### src/rtl/riscv_pkg.sv
// Shared riscv definitions: base opcodes plus the GPIO bank register window
// and its address decoder.
package riscv_pkg;

    localparam logic [6:0] LUI    = 7'b0110111;
    localparam logic [6:0] AUIPC  = 7'b0010111;
    localparam logic [6:0] JAL    = 7'b1101111;
    localparam logic [6:0] JALR   = 7'b1100111;
    localparam logic [6:0] BRANCH = 7'b1100011;
    localparam logic [6:0] LOAD   = 7'b0000011;
    localparam logic [6:0] STORE  = 7'b0100011;
    localparam logic [6:0] OP_IMM = 7'b0010011;
    localparam logic [6:0] OP     = 7'b0110011;

    // GPIO byte offsets
    localparam logic [31:0] GPIO_DATA_OUT = 32'h00;
    localparam logic [31:0] GPIO_DIR      = 32'h04;
    localparam logic [31:0] GPIO_DATA_IN  = 32'h08;
    localparam logic [31:0] GPIO_SET      = 32'h0C;
    localparam logic [31:0] GPIO_CLR      = 32'h10;
    localparam logic [31:0] GPIO_EDGE     = 32'h14;
    localparam logic [31:0] GPIO_IRQ_MASK = 32'h18;

    typedef enum logic [2:0] {
        GR_DOUT, GR_DIR, GR_DIN, GR_SET, GR_CLR, GR_EDGE, GR_MASK, GR_NONE
    } gpio_reg_e;

    function automatic gpio_reg_e gpio_decode(input logic [31:0] off);
        case (off)
            GPIO_DATA_OUT: return GR_DOUT;
            GPIO_DIR:      return GR_DIR;
            GPIO_DATA_IN:  return GR_DIN;
            GPIO_SET:      return GR_SET;
            GPIO_CLR:      return GR_CLR;
            GPIO_EDGE:     return GR_EDGE;
            GPIO_IRQ_MASK: return GR_MASK;
            default:       return GR_NONE;
        endcase
    endfunction

endpackage

### src/rtl/gpio_sync.sv
// Multi-flop input synchroniser, WIDTH bits wide and SYNC_STAGES deep,
// all flops reset to 0.
module gpio_sync #(
    parameter int WIDTH       = 8,
    parameter int SYNC_STAGES = 2
) (
    input  logic             clk,
    input  logic             rst_n,
    input  logic [WIDTH-1:0] i_d,
    output logic [WIDTH-1:0] o_q
);

    logic [SYNC_STAGES-1:0][WIDTH-1:0] r_stage;

    always_ff @(posedge clk or negedge rst_n) begin
        if (!rst_n) r_stage <= '0;
        else        r_stage <= {r_stage[SYNC_STAGES-2:0], i_d};
    end

    assign o_q = r_stage[SYNC_STAGES-1];

endmodule

### src/rtl/riscv_gpio_bank.sv
// Memory-mapped GPIO bank: direction, synchronised inputs, set/clear, edge status.
// Define RISCV_GPIO_IRQ_EN to add IRQ_MASK and the registered irq output.
module riscv_gpio_bank import riscv_pkg::*; #(
    parameter int               WIDTH       = 8,
    parameter int               SYNC_STAGES = 2,
    parameter int               ADDR_W      = 5,
    parameter logic [WIDTH-1:0] OUT_RESET   = '0
) (
    input  logic              clk,
    input  logic              rst_n,
    input  logic              sel,
    input  logic              we,
    input  logic [ADDR_W-1:0] addr,
    input  logic [31:0]       wdata,
    output logic [31:0]       rdata,
    output logic              rvalid,
    input  logic [WIDTH-1:0]  gpio_i,
    output logic [WIDTH-1:0]  gpio_o,
    output logic [WIDTH-1:0]  gpio_oe,
    output logic              irq
);

    logic [WIDTH-1:0] r_data_out, r_dir, r_prev, r_edge;
    logic [WIDTH-1:0] w_sync, w_edge, w_wd, w_clr, w_mask;
    logic [31:0]      r_rdata, w_rmux;
    logic             r_rvalid, w_wr, w_rd, w_unused_bits;
    gpio_reg_e        w_reg;

    assign w_wr  = sel & we;
    assign w_rd  = sel & ~we;
    assign w_reg = gpio_decode(32'(addr & ~ADDR_W'(3)));
    assign w_wd  = wdata[WIDTH-1:0];
    assign w_unused_bits = &{1'b0, wdata};

    gpio_sync #(.WIDTH(WIDTH), .SYNC_STAGES(SYNC_STAGES)) u_sync (
        .clk   (clk),
        .rst_n (rst_n),
        .i_d   (gpio_i),
        .o_q   (w_sync)
    );

    // Any change of the synchronised sample is an edge; a same-cycle W1C loses to it.
    assign w_edge = w_sync ^ r_prev;
    assign w_clr  = (w_wr && w_reg == GR_EDGE) ? w_wd : '0;

    always_ff @(posedge clk or negedge rst_n) begin
        if (!rst_n) begin
            r_data_out <= OUT_RESET;
            r_dir      <= '0;
            r_prev     <= '0;
            r_edge     <= '0;
        end else begin
            r_prev <= w_sync;
            r_edge <= (r_edge & ~w_clr) | w_edge;
            if (w_wr) begin
                case (w_reg)
                    GR_DOUT: r_data_out <= w_wd;
                    GR_DIR:  r_dir      <= w_wd;
                    GR_SET:  r_data_out <= r_data_out | w_wd;
                    GR_CLR:  r_data_out <= r_data_out & ~w_wd;
                    default: ;
                endcase
            end
        end
    end

`ifdef RISCV_GPIO_IRQ_EN
    logic [WIDTH-1:0] r_mask;
    logic             r_irq;

    always_ff @(posedge clk or negedge rst_n) begin
        if (!rst_n) begin
            r_mask <= '0;
            r_irq  <= 1'b0;
        end else begin
            if (w_wr && w_reg == GR_MASK) r_mask <= w_wd;
            r_irq <= |(r_edge & r_mask);
        end
    end

    assign w_mask = r_mask;
    assign irq    = r_irq;
`else
    assign w_mask = '0;
    assign irq    = 1'b0;
`endif

    always_comb begin
        w_rmux = '0;
        case (w_reg)
            GR_DOUT: w_rmux = 32'(r_data_out);
            GR_DIR:  w_rmux = 32'(r_dir);
            GR_DIN:  w_rmux = 32'(w_sync);
            GR_EDGE: w_rmux = 32'(r_edge);
            GR_MASK: w_rmux = 32'(w_mask);
            default: w_rmux = '0;
        endcase
    end

    // rdata only moves on a read so it holds between accesses.
    always_ff @(posedge clk or negedge rst_n) begin
        if (!rst_n) begin
            r_rdata  <= '0;
            r_rvalid <= 1'b0;
        end else begin
            r_rvalid <= w_rd;
            if (w_rd) r_rdata <= w_rmux;
        end
    end

    assign rdata   = r_rdata;
    assign rvalid  = r_rvalid;
    assign gpio_o  = r_data_out;
    assign gpio_oe = r_dir;

endmodule

### config.mk
export PLATFORM = sky130hd
export DESIGN_NAME = riscv_gpio_bank
export DESIGN_NICKNAME = d
export VERILOG_FILES = /design/src/rtl/riscv_pkg.sv /design/src/rtl/gpio_sync.sv /design/src/rtl/riscv_gpio_bank.sv
export SDC_FILE = /design/constraint.sdc
export NUM_CORES = 1
export LEC_CHECK = 0
export CAP_MARGIN = 20
export CORE_UTILIZATION = 44
export DETAILED_ROUTE_END_ITERATION = 8
export PLACE_DENSITY = 0.79
export SLEW_MARGIN = 20
export SYNTH_ARGS = -nofsm -noshare
export SYNTH_HDL_FRONTEND = slang
export SYNTH_HIERARCHICAL = 1
export SYNTH_SLANG_ARGS = --single-unit
### constraint.sdc
create_clock -name clk -period 1.7 [get_ports clk]
set_clock_uncertainty 0.2 [all_clocks]
set_input_delay 0.17 -clock clk [delete_from_list [all_inputs] [get_ports clk]]
set_output_delay 0.17 -clock clk [all_outputs]
set_load 0.005 [all_outputs]
# Yosys cells after proc, flatten, opt, wreduce, memory -nomap -nowiden
# Cells that the tools add are included.
[word_totals]
regBits = 81
latchBits = 0
mem_bits_rw = 0
romBits = 0
in_bits = 49
elab_cells = 39
n_memories = 0
[classes]
addsub = 0
mul = 0
div = 0
n_lt_le_gt_ge = 0
eq_ne = 11
n_shift = 0
muxes = 4
n_bitwise = 10
reduce_logical = 6
[ops]
columns = ["cell", "count"]
rows = [
  ["32-bit zero test", 1],
  ["8-bit one-hot mux with 4 select lines", 1],
  ["8-bit one-hot mux with 3 select lines", 1],
  ["3-bit one-hot mux with 7 select lines", 1],
  ["8-bit AND", 2],
  ["8-bit NOT", 2],
  ["8-bit OR", 2],
  ["3-bit == test (second input constant)", 5],
  ["3-bit by 2-bit == test with 1-bit output (second input constant)", 4],
  ["8-bit two-way mux", 1],
  ["8-bit XOR", 1],
  ["3-bit by 1-bit == test with 1-bit output (second input constant)", 2],
  ["2-bit AND reduction", 2],
  ["3-bit zero test", 1],
  ["3-bit nonzero test", 1],
  ["1-bit AND", 2],
  ["1-bit logical AND", 1],
  ["1-bit NOT", 1],
]

# Depth between registers and ports, before layout
# Gate-level depths: netlist of run 1.
[depth]
word_depth = 8
depth_mapped = 5

# Modules after synthesis
# The synthesis of run 1 kept the hierarchy.
[modules_own_cells]
columns = ["module", "n_inst", "cells_per_inst", "area_per_inst_um2"]
rows = [
  ["riscv_gpio_bank", 1, 187, 2213.4],
  ["gpio_sync", 1, 24, 460.4],
]

# Worst setup path after synthesis of run 1
# Ideal clock, no wire load.
[synth_timing]
kind = "input -> register"
startpoint = "input port addr[2]"
endpoint = "register r_rdata[1], in the netlist rdata[1]"
setup_time_ns = 0.126
arrival_time_ns = 1.022
required_time_ns = 1.374
setup_slack_ns = 0.352
path_stages = 5
path_cell_list = "buf_6 -> buf_8 -> mux2_4 -> a221oi_2 -> o21ai_1"
[synth_via]
elab_chain_len = 4
[synth_rtl]
columns = ["element", "line", "source"]
rows = [
  ["from (decl)", "riscv_gpio_bank.sv:13", "input logic [ADDR_W-1:0] addr,"],
  ["32-bit zero test (tied with other cells)", "riscv_pkg.sv:29", "case (off)"],
  ["3-bit one-hot mux with 7 select lines (*)", "riscv_pkg.sv:29", ""],
  ["3-bit == test (tied with other cells)", "riscv_gpio_bank.sv:90", "case (w_reg)"],
  ["8-bit one-hot mux with 4 select lines (*)", "riscv_gpio_bank.sv:90", ""],
  ["to (signal assigned)", "riscv_gpio_bank.sv:107", "if (w_rd) r_rdata <= w_rmux;"],
  ["to (decl)", "riscv_gpio_bank.sv:25", "logic [31:0] r_rdata, w_rmux;"],
]
# Mark *: on every way between the ends. The rest lies on a longest branch, timed or not.
# A chain may end at the register's enable or synchronous reset.

# Worst setup path in the final report of run 1
[layout_timing]
startpoint = "register r_dir[2], in the netlist gpio_oe[2]"
endpoint = "output port gpio_oe[2]"
[layout_rtl]
columns = ["element", "line", "source"]
rows = [
  ["from (decl)", "riscv_gpio_bank.sv:23", "logic [WIDTH-1:0] r_data_out, r_dir, r_prev, r_edge;"],
  ["from (signal assigned)", "riscv_gpio_bank.sv:58", "GR_DIR: r_dir <= w_wd;"],
  ["to (decl)", "riscv_gpio_bank.sv:19", "output logic [WIDTH-1:0] gpio_oe,"],
]
# No word-level cell between the ends.

==> metrics.log, run 1 <==
[metrics] kind of capture point of the worst setup path: output port
[metrics] peak supply drop: around 0.48 mV
[metrics] Final Slew Violations: 0
[metrics] relative area change from synthesis to final layout: 25.8%
[metrics] number of levels the H-tree was split into: 3
[metrics] residual DRC count: 0
[metrics] Post-synth ARST share: 100%
[metrics] DRT Pass-1 Iters: 4
[metrics] total detailed-routing wirelength: between 5000 and 6000 um
[metrics] Max-slew headroom: 66.6%
[metrics] Final Net Count: 314
[metrics] slowest stage cell on the critical path: clkdlybuf4s50_1
[metrics] Tot GR Track Use: around 18%
[metrics] Post-Syn Area per Cell: between 10 and 15 sq um
[metrics] initial core utilization: a little under half
[metrics] maxcap violations: 0
[metrics] routability congestion estimate: 0.785
[metrics] worst min-delay path class: in2async
[metrics] clock latency reported for the late side of the worst-skew pair: approximately 0.33 ns
[metrics] post-layout power: around 3.6 mW
[metrics] detailed-placement wirelength estimate: roughly 3600 um
[metrics] Worst EP required: 1.33 ns
[metrics] placeable core region: between 5000 and 6000 sq um
[metrics] first-iteration detailed-routing DRC count: about 120
[metrics] kind of cell adding the most delay to the critical path: buffers and inverters
[metrics] number of standard-cell rows in the floorplan: 28
[metrics] crit-path max FO: 3
[metrics] share of layout cells above drive strength 1: 23.0%
[metrics] Power Dens Cells: 1080 nW/um^2
[metrics] Final Hold Viols: 0
[metrics] setup_tns: 0 ns
[metrics] Die Span Y: 80.0 um
[metrics] delay contributed by the slowest stage of the critical path: roughly 0.53 ns
[metrics] area of all placed cells without fillers: around 3400 sq um
[metrics] # port buffers: 47
[metrics] number of global-route vias before repair: 1,693
[metrics] wire per inst: ~15 um
[metrics] maximum number of pins on one net before global-route repair: 32
[metrics] Final Cycle Share: between 90% and 100%
[metrics] number of CTS-inserted buffers: 9
[metrics] startpoint kind of the worst setup timing path: register
[metrics] Cell variety after synth: 30
[metrics] leakage power figure: about 1.5 nW
[metrics] number of synthesized register bits: 57
[metrics] cell area reported after detailed placement: between 3000 and 4000 sq um
[metrics] Antenna Cells: 0
[metrics] number of ports placed on the die boundary: between 90 and 100
[metrics] number of synthesized flops with an enable pin: 0
[metrics] Clock transition at path regs: about 0.060 ns
[metrics] type of the worst setup path: reg2out
[metrics] Final Setup Violations: 0
[metrics] Mapped Area: about 2700 sq um
[metrics] Chip Width: 80.0 um
[metrics] mean number of vias per cell: approximately 5
[metrics] Crit path buffers/inverters: 1
[metrics] number of sinks on the clock net: between 50 and 60
[metrics] clock tree from TritonCTS: done
[metrics] clock tree buffer depth: 2
[metrics] setup repair after global routing missed its margin: no
[metrics] floorplan die area: 6390 sq um
[metrics] sequential element share of the synthesized area: between 50% and 60%
[metrics] number of warnings issued by yosys: 6
[metrics] cells after synthesis: between 200 and 250
[metrics] number of setup buffers added after CTS: 0
[metrics] result of the run: completed
[metrics] Achievable Freq: a little over 600 MHz
[metrics] Hold Worst Slack: ~0.066 ns
[metrics] transition at the pin with the smallest max-transition slack: between 0.5 and 0.6 ns
[metrics] chain of cells forming the critical path: clkdlybuf4s50_1
[metrics] most frequently used flop master after synthesis: dfrtp_1
[metrics] total grt overflow: 0
[metrics] data arrival time of the critical path: 1.25 ns
[metrics] Post-DRT Antenna Nets: 0
[metrics] via count of the routed design: approximately 1.7k
[metrics] first-pass GRT wire length: between 8000 and 9000 um
[metrics] minimum clock period after layout: around 1.6 ns
[metrics] antenna violations before repair: 0
[metrics] CTS root buffer: clkbuf_8
cell usage in the layout (no fill, tap or decap), drive strengths merged:
master / count
a221oi: 8
and2: 1
a21o: 8
inv: 2
conb: 25
nor2b: 3
o21ai: 16
xor2: 9
buf: 15
clkdlybuf4s50: 46
nor2: 1
a211o: 1
a22o: 8
and4bb: 1
nand2b: 1
and4b: 8
and3: 1
and2b: 8
bufinv: 1
mux2: 16
clkinv: 1
nand3: 8
nand2: 9
dfrtp: 57
clkbuf: 13
dlygate4sd3: 1
nor3: 1
flip-flops by register name, summed over array words and instances (netlist names):
signal and cells:
gpio_o 8, gpio_oe 8, r_edge 8, r_prev 8, rdata 8, rvalid 1, u_sync/o_q 8, u_sync/r_stage 8
worst paths after layout:
path                                              from                     endpoint  slack, ns  cells past startpoint
setup reg to reg                 gpio_o[2]$_DFFE_PN0P_         rdata[2]$_DFFE_PN0P_       0.30                      3
max in group asynchronous                        rst_n       gpio_oe[7]$_DFFE_PN0P_       0.73                      3
setup / recovery                gpio_oe[2]$_DFFE_PN0P_                   gpio_oe[2]       0.08                      1
hold / removal                                   rst_n         rdata[0]$_DFFE_PN0P_       0.07                      2
min in group clk                             gpio_i[1]  u_sync/r_stage[1]$_DFF_PN0_       0.07                      1
hold reg to reg            u_sync/r_stage[4]$_DFF_PN0_      u_sync/o_q[4]$_DFF_PN0_       0.15                      0
through the flow:
| step | worst slack (ns) | utilization, % | cells |
|---|---|---|---|
| after global routing | 0.00769 | 57.2 | 344 |
| final | 0.0771 | 57.2 | 344 |
| after detailed placement | -0.400 | 53.1 | 328 |
| after floorplan | 0.352 | - | 235 |
| after CTS | 0.0414 | 57.1 | 344 |
| after global placement | -0.337 | 53.1 | 328 |
cells by family after synthesis:
| family | synth area share, % |
|---|---|
| compound gates | 11.5 |
| other cells | 0.140 |
| simple gates | 11.2 |
| flops | 53.3 |
| xor+xnor | 2.95 |
| buf+inv | 12.5 |
| mux | 8.28 |
per-layer routing:
layer	routed length, um	share of wire, %	track usage (%)
met1	2330	45	23.8
met2	2460	47	27.1
met3	320	6.1	4.57
met4	107	2.1	11.1
met5	0	0	0
cells in the mapped netlist, types with 3 or more instances:
| library cell | instances | area, sq um |
|---|---|---|
| dfrtp_1 | 57 | 1430 |
| buf_4 | 34 | 255 |
| o21ai_1 | 14 | 70.1 |
| mux2_4 | 11 | 165 |
| nand2_1 | 9 | 33.8 |
| xor2_1 | 9 | 78.8 |
| a21o_1 | 8 | 60.1 |
| a22o_1 | 8 | 70.1 |
| and4b_1 | 8 | 80.1 |
| nand3_1 | 8 | 40.0 |
| and2b_2 | 7 | 61.3 |
| a221oi_1 | 5 | 43.8 |
| mux2_2 | 5 | 56.3 |
| buf_2 | 4 | 20.0 |
| a221oi_2 | 3 | 45.0 |
| buf_6 | 3 | 33.8 |
| nor2b_1 | 3 | 18.8 |
where the power goes:
part	internal, mW	switching [mW]
Sequential	1.50	0.107
Combinational	0.449	0.244
Clock	0.826	0.496
Total	2.78	0.847
timing repair:
item,in CTS,in global routing
hold buffers,1,0
endpoints found under the hold margin,57,0
gates cloned,0,0
endpoints found under the setup margin,11,1
resized for setup,2,1
final cells by class:
class / count / area, sq um
clock inverter: 2 / 35.0
multi-input combinational: 133 / 1020
fill: 494 / 2520
sequential: 57 / 1430
timing repair buffer: 62 / 606
clock buffer: 13 / 179
tap: 75 / 93.8
inverter: 2 / 7.51
No activity file was read; power rests on OpenSTA's default activity.
==> inputs of run 2 (changes only) <==
PLACE_DENSITY = 0.9   (was 0.79)
clock period = 1.5 ns   (was 1.7 ns; I/O delays follow)
==> run 2 against run 1 <==
Net effect: the flow now finishes with violations (negative setup slack); sequential power up 12%; critical path type is now reg2reg; sequential share of layout area is 3.5 points lower; global-route usage increased by 3.4 points; worst hold slack got worse by 0.014 ns; via count grew 16%; cell count up 9.3%; total power increased by 24%; core utilization is 5.1 points higher; clock-buffer cell count up 1.
==> metrics.log, run 2 (synthesis results as in run 1) <==
[metrics] number of sinks on the clock net: 57
[metrics] peak supply drop: 0.661 mV
[metrics] Final Slew Violations: 0
[metrics] type of the worst setup path: reg2reg
[metrics] mean number of vias per cell: about 5.3
[metrics] total detailed-routing wirelength: roughly 6600 um
[metrics] leakage power figure: approximately 1.8 nW
[metrics] result of the run: finished with violations
[metrics] detailed-placement wirelength estimate: approximately 3900 um
[metrics] clock tree from TritonCTS: done
[metrics] first-iteration detailed-routing DRC count: approximately 150
[metrics] initial core utilization: a little under half
[metrics] Achievable Freq: 651 MHz
[metrics] placeable core region: around 5900 sq um
[metrics] Clock transition at path regs: roughly 0.070 ns
[metrics] Chip Width: around 80 um
[metrics] top library cells by usage in the layout, fill and taps aside: 57 x dfrtp_1, 41 x buf_4, 25 x conb_1
[metrics] Tot GR Track Use: a little over a fifth
[metrics] antenna violations before repair: 0
[metrics] dpl ws: -0.487 ns
[metrics] chain of cells forming the critical path: buf_4, mux2_2, a221oi_2, o21ai_1
[metrics] via count of the routed design: about 2k
[metrics] Final Setup Violations: 3
[metrics] worst min-delay path class: in2reg
[metrics] Final Cycle Share: 102%
[metrics] Final Hold Viols: 0
[metrics] startpoint kind of the worst setup timing path: register
[metrics] Die Span Y: 80.0 um
[metrics] CTS root buffer: clkbuf_8
[metrics] routability congestion estimate: between 0.7 and 0.8
[metrics] kind of capture point of the worst setup path: register
[metrics] Post-DRT Antenna Nets: 0
[metrics] commonest non-fill, non-tap cell in the layout: dfrtp_1
[metrics] maxcap violations: 0
[metrics] residual DRC count: 0
[metrics] Setup WS post-layout: -0.0359 ns
[metrics] Worst EP required: roughly 1.5 ns
[metrics] number of levels the H-tree was split into: 3
[metrics] total grt overflow: 0
[metrics] cell area reported after detailed placement: 3170 sq um
[metrics] DRT Pass-1 Iters: 4
[metrics] # port buffers: 47
[metrics] setup repair after global routing missed its margin: yes
[metrics] Power Dens Cells: ~1200 nW/um^2
[metrics] relative area change from synthesis to final layout: 37.1%
[metrics] share of layout cells above drive strength 1: between 30% and 40%
[metrics] number of ports placed on the die boundary: 99
[metrics] number of standard-cell rows in the floorplan: 28
[metrics] number of global-route vias before repair: ~2k
[metrics] delay contributed by the slowest stage of the critical path: roughly 0.40 ns
[metrics] number of CTS-inserted buffers: 9
[metrics] Crit path buffers/inverters: 1
[metrics] first-pass GRT wire length: 9830 um
[metrics] slowest stage cell on the critical path: dfrtp_1
[metrics] wire per inst: ~17 um
[metrics] Max-slew headroom: between 50 and 60%
[metrics] crit-path max FO: 2
[metrics] data arrival time of the critical path: about 1.6 ns
[metrics] kind of cell adding the most delay to the critical path: flip-flops
[metrics] transition at the pin with the smallest max-transition slack: 0.608 ns
[metrics] area of all placed cells without fillers: between 3000 and 4000 sq um
[metrics] Antenna Cells: 0
[metrics] Hold Worst Slack: 0.0517 ns
[metrics] clock latency reported for the late side of the worst-skew pair: about 0.34 ns
[metrics] failing checks: negative setup slack
[metrics] minimum clock period after layout: about 1.5 ns
[metrics] post-layout power: about 4.5 mW
[metrics] maximum number of pins on one net before global-route repair: 25
[metrics] clock tree buffer depth: 2
[metrics] setup_tns: -0.0586 ns
[metrics] floorplan die area: 6390 sq um
[metrics] Final Net Count: around 350
## run 2: cell count changes in the layout (fill, tap and decap cells not counted), moves of 2 or more
cell / delta
a221oi_1: -2
dlygate4sd2_1: +24
buf_6: +3
buf_4: +29
a221oi_4: +2
clkbuf_1: +3
clkbuf_8: -2
clkdlybuf4s50_1: -27
## run 2: worst paths after layout
| path | slack, ns | endpoint | depth (start not counted) | startpoint |
|---|---|---|---|---|
| max | -0.04 | rdata[0]$_DFFE_PN0P_ | 4 | gpio_o[0]$_DFFE_PN0P_ |
| min in group asynchronous | 0.09 | u_sync/o_q[4]$_DFF_PN0_ | 2 | rst_n |
| max reg2reg | -0.04 | rdata[0]$_DFFE_PN0P_ | 4 | gpio_o[0]$_DFFE_PN0P_ |
| min reg2reg | 0.15 | u_sync/o_q[0]$_DFF_PN0_ | 0 | u_sync/r_stage[0]$_DFF_PN0_ |
| min | 0.05 | u_sync/r_stage[5]$_DFF_PN0_ | 1 | gpio_i[5] |
| max in group asynchronous | 0.51 | u_sync/o_q[2]$_DFF_PN0_ | 3 | rst_n |
## run 2: per-layer routing
layer  part of all wire [%]  global-route usage (%)  routed length, um
met1                     38                    23.6               2520
met2                     50                    34.6               3290
met3                    7.0                    6.29                458
met4                    4.5                    17.5                298
met5                      0                       0                  0
## run 2: layout make-up
type,instances,area [sq um]
Clock buffer,14,163
Clock inverter,2,60.1
Fill cell,470,2220
Inverter,2,7.51
Multi-Input combinational cell,133,1070
Sequential cell,57,1430
Tap cell,75,93.8
Timing Repair Buffer,93,850
## run 2: where the power goes
part | internal (mW) | switching [mW]
Combinational | 0.659 | 0.407
Sequential | 1.70 | 0.0999
Clock | 1.03 | 0.591
## run 2: stage by stage
stage / cells / util, %
final: 376 / 62.3
after global routing: 376 / 62.3
after CTS: 367 / 60.3
after detailed placement: 332 / 53.8
after global placement: 332 / 53.8
after floorplan: 235 / -
## run 2: timing repair
item                                    in CTS  in global routing
gates resized for setup                     30                 14
pin swaps                                    0                  7
endpoints found under the setup margin      42                  7
endpoints found under the hold margin       57                  0
hold buffers                                 1                  0
buffers inserted                            17                  9
cloned                                       1                  0
